--- src/rtl/imm_pkg.sv ---
// Shared encodings for the registered immediate generator: major opcode
// values (instr[6:2]), the immediate format code and the skid buffer states.
package imm_pkg;

    localparam logic [4:0] OPC_LOAD    = 5'b00000;
    localparam logic [4:0] OPC_OPIMM   = 5'b00100;
    localparam logic [4:0] OPC_AUIPC   = 5'b00101;
    localparam logic [4:0] OPC_OPIMM32 = 5'b00110;
    localparam logic [4:0] OPC_STORE   = 5'b01000;
    localparam logic [4:0] OPC_LUI     = 5'b01101;
    localparam logic [4:0] OPC_BRANCH  = 5'b11000;
    localparam logic [4:0] OPC_JALR    = 5'b11001;
    localparam logic [4:0] OPC_JAL     = 5'b11011;
    localparam logic [4:0] OPC_SYSTEM  = 5'b11100;

    typedef enum logic [2:0] {
        IMM_NONE  = 3'd0,
        IMM_I     = 3'd1,
        IMM_S     = 3'd2,
        IMM_B     = 3'd3,
        IMM_U     = 3'd4,
        IMM_J     = 3'd5,
        IMM_SHAMT = 3'd6,
        IMM_ZIMM  = 3'd7
    } imm_type_t;

    // EMPTY: nothing held; ONE: output register valid; FULL: skid also valid
    typedef enum logic [1:0] {
        SKID_EMPTY = 2'd0,
        SKID_ONE   = 2'd1,
        SKID_FULL  = 2'd2
    } skid_state_t;

endpackage

--- src/rtl/imm_decode.sv ---
// Combinational immediate extraction for RV32/RV64 base instructions.
// Produces the XLEN-wide immediate, its format code and an illegal flag for
// encodings whose low two bits are not 2'b11 (those decode as NONE/0).
module imm_decode import imm_pkg::*; #(
    parameter int XLEN = 32
) (
    input  logic [31:0]     instr,
    output logic [XLEN-1:0] imm,
    output imm_type_t       imm_type,
    output logic            illegal
);

    logic [4:0] opcode;
    logic [2:0] funct3;
    logic       shift_op;
    logic [5:0] shamt;

    assign opcode   = instr[6:2];
    assign funct3   = instr[14:12];
    // SLLI / SRLI / SRAI share funct3 x01
    assign shift_op = (funct3[1:0] == 2'b01);
    assign illegal  = (instr[1:0] != 2'b11);

    // Select format by major opcode and build the sign/zero-extended value
    always_comb begin
        imm      = '0;
        imm_type = IMM_NONE;
        shamt    = instr[25:20];
        if (XLEN == 32) begin
            shamt[5] = 1'b0;
        end
        if (!illegal) begin
            case (opcode)
                OPC_LOAD, OPC_JALR: begin
                    imm_type = IMM_I;
                    imm      = XLEN'($signed(instr[31:20]));
                end
                OPC_OPIMM: begin
                    if (shift_op) begin
                        imm_type = IMM_SHAMT;
                        imm      = XLEN'(shamt);
                    end else begin
                        imm_type = IMM_I;
                        imm      = XLEN'($signed(instr[31:20]));
                    end
                end
                OPC_OPIMM32: begin
                    // word ops only exist on RV64; on RV32 this is reserved
                    if (XLEN == 64) begin
                        if (shift_op) begin
                            imm_type = IMM_SHAMT;
                            imm      = XLEN'(instr[24:20]);
                        end else begin
                            imm_type = IMM_I;
                            imm      = XLEN'($signed(instr[31:20]));
                        end
                    end
                end
                OPC_STORE: begin
                    imm_type = IMM_S;
                    imm      = XLEN'($signed({instr[31:25], instr[11:7]}));
                end
                OPC_BRANCH: begin
                    imm_type = IMM_B;
                    imm      = XLEN'($signed({instr[31], instr[7], instr[30:25],
                                              instr[11:8], 1'b0}));
                end
                OPC_LUI, OPC_AUIPC: begin
                    imm_type = IMM_U;
                    imm      = XLEN'($signed({instr[31:12], 12'b0}));
                end
                OPC_JAL: begin
                    imm_type = IMM_J;
                    imm      = XLEN'($signed({instr[31], instr[19:12], instr[20],
                                              instr[30:21], 1'b0}));
                end
                OPC_SYSTEM: begin
                    if (funct3[2]) begin
                        imm_type = IMM_ZIMM;
                        imm      = XLEN'(instr[19:15]);
                    end else begin
                        imm_type = IMM_I;
                        imm      = XLEN'($signed(instr[31:20]));
                    end
                end
                default: begin
                    imm_type = IMM_NONE;
                    imm      = '0;
                end
            endcase
        end
    end

endmodule

--- src/rtl/imm_gen_pipe.sv ---
// Registered immediate generator for the ID stage. Decodes each accepted
// instruction into an output register, with a one-entry skid so that
// in_ready is a pure register output and never waits on out_ready.
module imm_gen_pipe import imm_pkg::*; #(
    parameter int XLEN  = 32,
    parameter int TAG_W = 32
) (
    input  logic             clk,
    input  logic             rst,
    input  logic             in_valid,
    output logic             in_ready,
    input  logic [31:0]      in_instr,
    input  logic [TAG_W-1:0] in_tag,
    input  logic             flush,
    output logic             out_valid,
    input  logic             out_ready,
    output logic [XLEN-1:0]  out_imm,
    output logic [2:0]       out_type,
    output logic             out_illegal,
    output logic [TAG_W-1:0] out_tag
);

    logic [XLEN-1:0]  dec_imm;
    imm_type_t        dec_type;
    logic             dec_illegal;

    skid_state_t      state, state_next;
    logic             in_ready_r;
    logic             accept, drain;
    logic             load_out_new, load_out_skid, load_skid;

    logic [XLEN-1:0]  imm_p1, skid_imm_p1;
    imm_type_t        type_p1, skid_type_p1;
    logic             illegal_p1, skid_illegal_p1;
    logic [TAG_W-1:0] tag_p1, skid_tag_p1;

    imm_decode #(.XLEN(XLEN)) u_decode (
        .instr    (in_instr),
        .imm      (dec_imm),
        .imm_type (dec_type),
        .illegal  (dec_illegal)
    );

    // An entry offered during flush is never taken, whatever in_ready says
    assign accept      = in_valid && in_ready_r && !flush;
    assign drain       = (state != SKID_EMPTY) && out_ready;

    assign in_ready    = in_ready_r;
    assign out_valid   = (state != SKID_EMPTY);
    assign out_imm     = imm_p1;
    assign out_type    = type_p1;
    assign out_illegal = illegal_p1;
    assign out_tag     = tag_p1;

    // Occupancy transitions and register load selects
    always_comb begin
        state_next    = state;
        load_out_new  = 1'b0;
        load_out_skid = 1'b0;
        load_skid     = 1'b0;
        case (state)
            SKID_EMPTY: begin
                if (accept) begin
                    load_out_new = 1'b1;
                    state_next   = SKID_ONE;
                end
            end
            SKID_ONE: begin
                if (accept && out_ready) begin
                    load_out_new = 1'b1;
                end else if (accept) begin
                    load_skid  = 1'b1;
                    state_next = SKID_FULL;
                end else if (out_ready) begin
                    state_next = SKID_EMPTY;
                end
            end
            SKID_FULL: begin
                if (out_ready) begin
                    load_out_skid = 1'b1;
                    state_next    = SKID_ONE;
                end
            end
            default: state_next = SKID_EMPTY;
        endcase
        if (flush) begin
            state_next = SKID_EMPTY;
        end
    end

    // Control state; in_ready is registered from the next occupancy
    always_ff @(posedge clk) begin
        if (rst) begin
            state      <= SKID_EMPTY;
            in_ready_r <= 1'b1;
        end else begin
            state      <= state_next;
            in_ready_r <= (state_next != SKID_FULL);
        end
    end

    // Stage 1: output register, fed from decode or from the skid entry
    always_ff @(posedge clk) begin
        if (load_out_skid) begin
            imm_p1     <= skid_imm_p1;
            type_p1    <= skid_type_p1;
            illegal_p1 <= skid_illegal_p1;
            tag_p1     <= skid_tag_p1;
        end else if (load_out_new) begin
            imm_p1     <= dec_imm;
            type_p1    <= dec_type;
            illegal_p1 <= dec_illegal;
            tag_p1     <= in_tag;
        end
    end

    // Skid entry captures a decode that arrives while the output is held
    always_ff @(posedge clk) begin
        if (load_skid) begin
            skid_imm_p1     <= dec_imm;
            skid_type_p1    <= dec_type;
            skid_illegal_p1 <= dec_illegal;
            skid_tag_p1     <= in_tag;
        end
    end

endmodule

--- config.mk ---
export PLATFORM = sky130hd
export DESIGN_NAME = imm_gen_pipe
export DESIGN_NICKNAME = d
export VERILOG_FILES = /design/src/rtl/imm_pkg.sv /design/src/rtl/imm_decode.sv /design/src/rtl/imm_gen_pipe.sv
export SDC_FILE = /design/constraint.sdc
export NUM_CORES = 1
export LEC_CHECK = 0
export ABC_AREA = 1
export BUFFER_PORTS_ARGS = -buffer_cell sky130_fd_sc_hd__buf_4
export CAP_MARGIN = 20
export CORE_UTILIZATION = 45
export DETAILED_ROUTE_END_ITERATION = 6
export PLACE_DENSITY_LB_ADDON = 0.2
export SKIP_CTS_REPAIR_TIMING = 1
export SLEW_MARGIN = 10
export SYNTH_ARGS = -nofsm -noshare
export SYNTH_HDL_FRONTEND = slang
export SYNTH_HIERARCHICAL = 1
export SYNTH_SLANG_ARGS = --single-unit
--- constraint.sdc ---
create_clock -name clk -period 5.5 [get_ports clk]
set_input_delay 0.55 -clock clk [delete_from_list [all_inputs] [get_ports clk]]
set_output_delay 0.55 -clock clk [all_outputs]
set_load 0.05 [all_outputs]
==> impl_metrics.yaml <==
grt:
  grt-ovfl-total: 0
  grt_max_degree: 80
  grt_usage: 0.197
  grt_pass1_vias: 4743
  grt_pass1_wl_um: 22700
  antenna_found_initial: 0
die:
  die-area_sq_um: 15200
  initial_utilization: 0.469
  die_h_um: 123
  dieWidth_um: 123
  row_count: 43
  core_area_sq_um: 14100
  ios: 139
run:
  maxCapViolCount: 0
sta:
  period_minus_slack_ns: 2.62
  hold_viol: 0
  rsz0062_at_grt: "no"
  finalWorstSetupSlack_ns: 2.88
  slew_violations: 0
  worst_pin_slew_ns: 0.922
  holdWs_ns: 0.323
  max_slew_margin: 0.383
  period_share: 0.477
  setup_viol: 0
  fin_skew_ns: 0.00606
  clock.fmax_mhz: 381
  fin_tns_setup_ns: 0
routing:
  dr_total_vias: 5142
  drt_iter0_drc: 326
  via_per_inst: 5.01
  routedWlPerCell_um: 14.2
  drc_errors: 0
  dr.pass1.iters: 5
  ant_nets: 0
  totalWireLength_um: 14500
layout:
  layout_commonest_cell: "nand2_1"
  drive_gt1_frac: 0.226
  fin_nets: 902
  syn_to_final_growth_pct: 25.4
  diodes: 0
  layout_common_cells: "167 x nand2_1, 142 x buf_4, 136 x edfxtp_1"
  fillers: 1232
logic_synthesis:
  yosysSeqAreaShare: 0.626
  synthFlopType: "edfxtp_1"
  synth_seq_cells: 139
  ys_types: 24
  async_reset_ff_frac: 0
  synthesis.area_sq_um: 6620
  avgSynthCellArea_sq_um: 9.43
  synth_cells: 702
  synth_edf_count: 136
  synth_warnings: 6
  synth_nets: 771
power:
  p_leak_nw: 3.70
  max-vdd-ir-drop_mv: 0.207
  total_power_w: 0.00250
  pwr_density_cell_nw_per_um2: 302
clock_tree:
  cts-htree-levels: 4
  tritoncts: "done"
  clock-sinks: 139
  cts-root-buf: "clkbuf_16"
  clk_latency_ns: 0.41
  clk_pin_slew_ns: 0.06
  cts_buffer_depth: 2
  numCtsBuffers: 17
placement:
  io_buffers: 138
  pre_cts_slack_ns: 2.59
  gp_congestion: 0.877
  dpl.hpwl_um: 10200
status:
  status: "finished clean"
setup_path:
  startpoint: "state[1]"
  crit_path_start_kind: "flop"
  cp_top_family: "simple AND/OR/NAND/NOR gates"
  worstPathMaxFanout: 60
  worst_setup_path_end_kind: "flop"
  required_ns: 5.56
  critPathSlowestCell: "nand2_2"
  crit_chain: "nand3_4 > nand2_2 > buf_4"
  arrival_ns: 2.68
  reg2reg_from: "state[1]"
  critPathKind: "flop to flop"
  crit_buf_inv: 1
  max_stage_delay_ns: 0.88
worst_hold_path:
  hp-start: "in_tag[28]"
  hp-class: "input port to flop"
-- area by class of cell --
class | count | area, sq um | share of cell area
clock buffer | 20 | 437 | 0.0526
tap | 180 | 225 | 0.0271
multi-input combinational | 428 | 1910 | 0.230
sequential | 139 | 4140 | 0.499
inverter | 104 | 390 | 0.0470
clock inverter | 12 | 105 | 0.0127
timing repair buffer | 143 | 1090 | 0.131
-- cells by family (layout without fill, tap and decap cells) --
logic type      count (synthesis)  after routing  synth area share
compound gates                 76             76            0.0620
buf+inv                       135            279            0.0877
flops                         139            139             0.626
simple gates                  352            352             0.224
-- through the flow --
stage	cell area, sq um	util	cells
2_1_floorplan	6620	-	702
3_3_place_gp	7740	0.549	993
3_5_place_dp	7740	0.549	993
4_1_cts	8280	0.587	1025
5_1_grt	8300	0.589	1026
6_report	8300	0.589	1026
-- routing by layer --
metal / GRT usage / part of all wire
met1: 0.271 / 0.45
met2: 0.295 / 0.46
met3: 0.0498 / 0.077
met4: 0.0881 / 0.021
met5: 0 / 0
-- synth_stat cells, types with 4 or more instances --
master	number	area share
edfxtp_1	136	0.62
nand4_1	13	0.012
buf_6	7	0.012
buf_2	13	0.0098
nand3_1	40	0.030
o21ai_2	8	0.011
nand2_1	168	0.095
nor2_1	119	0.067
inv_2	4	0.0023
clkbuf_1	9	0.0051
o21ai_1	12	0.0091
o21ai_0	54	0.041
inv_1	100	0.057
-- where the power goes --
part,internal [W],leakage [nW],switching [W]
clock,0.000654,0.263,0.000388
sequential,0.00119,1.36,0.00000669
combinational,0.0000866,2.08,0.000179
total,0.00193,3.70,0.000574
-- sequential cells by signal (all words and copies together), names as in the netlist --
| register | count |
|---|---|
| skid_type_p1 | 3 |
| skid_illegal_p1 | 1 |
| out_imm | 32 |
| in_ready | 1 |
| skid_imm_p1 | 32 |
| skid_tag_p1 | 32 |
| out_tag | 32 |
| state | 2 |
| out_type | 3 |
| out_illegal | 1 |
-- worst paths after layout --
| check | to | slack [ns] | cells after the start |
|---|---|---|---|
| worst min-delay path | skid_tag_p1[28] | 0.32 | 1 |
| worst max-delay path | out_tag[25] | 2.88 | 3 |
| worst min register to register | state[1] | 0.51 | 1 |
| worst max register to register | out_tag[25] | 2.88 | 3 |
No activity file was read; power rests on OpenSTA's default activity.
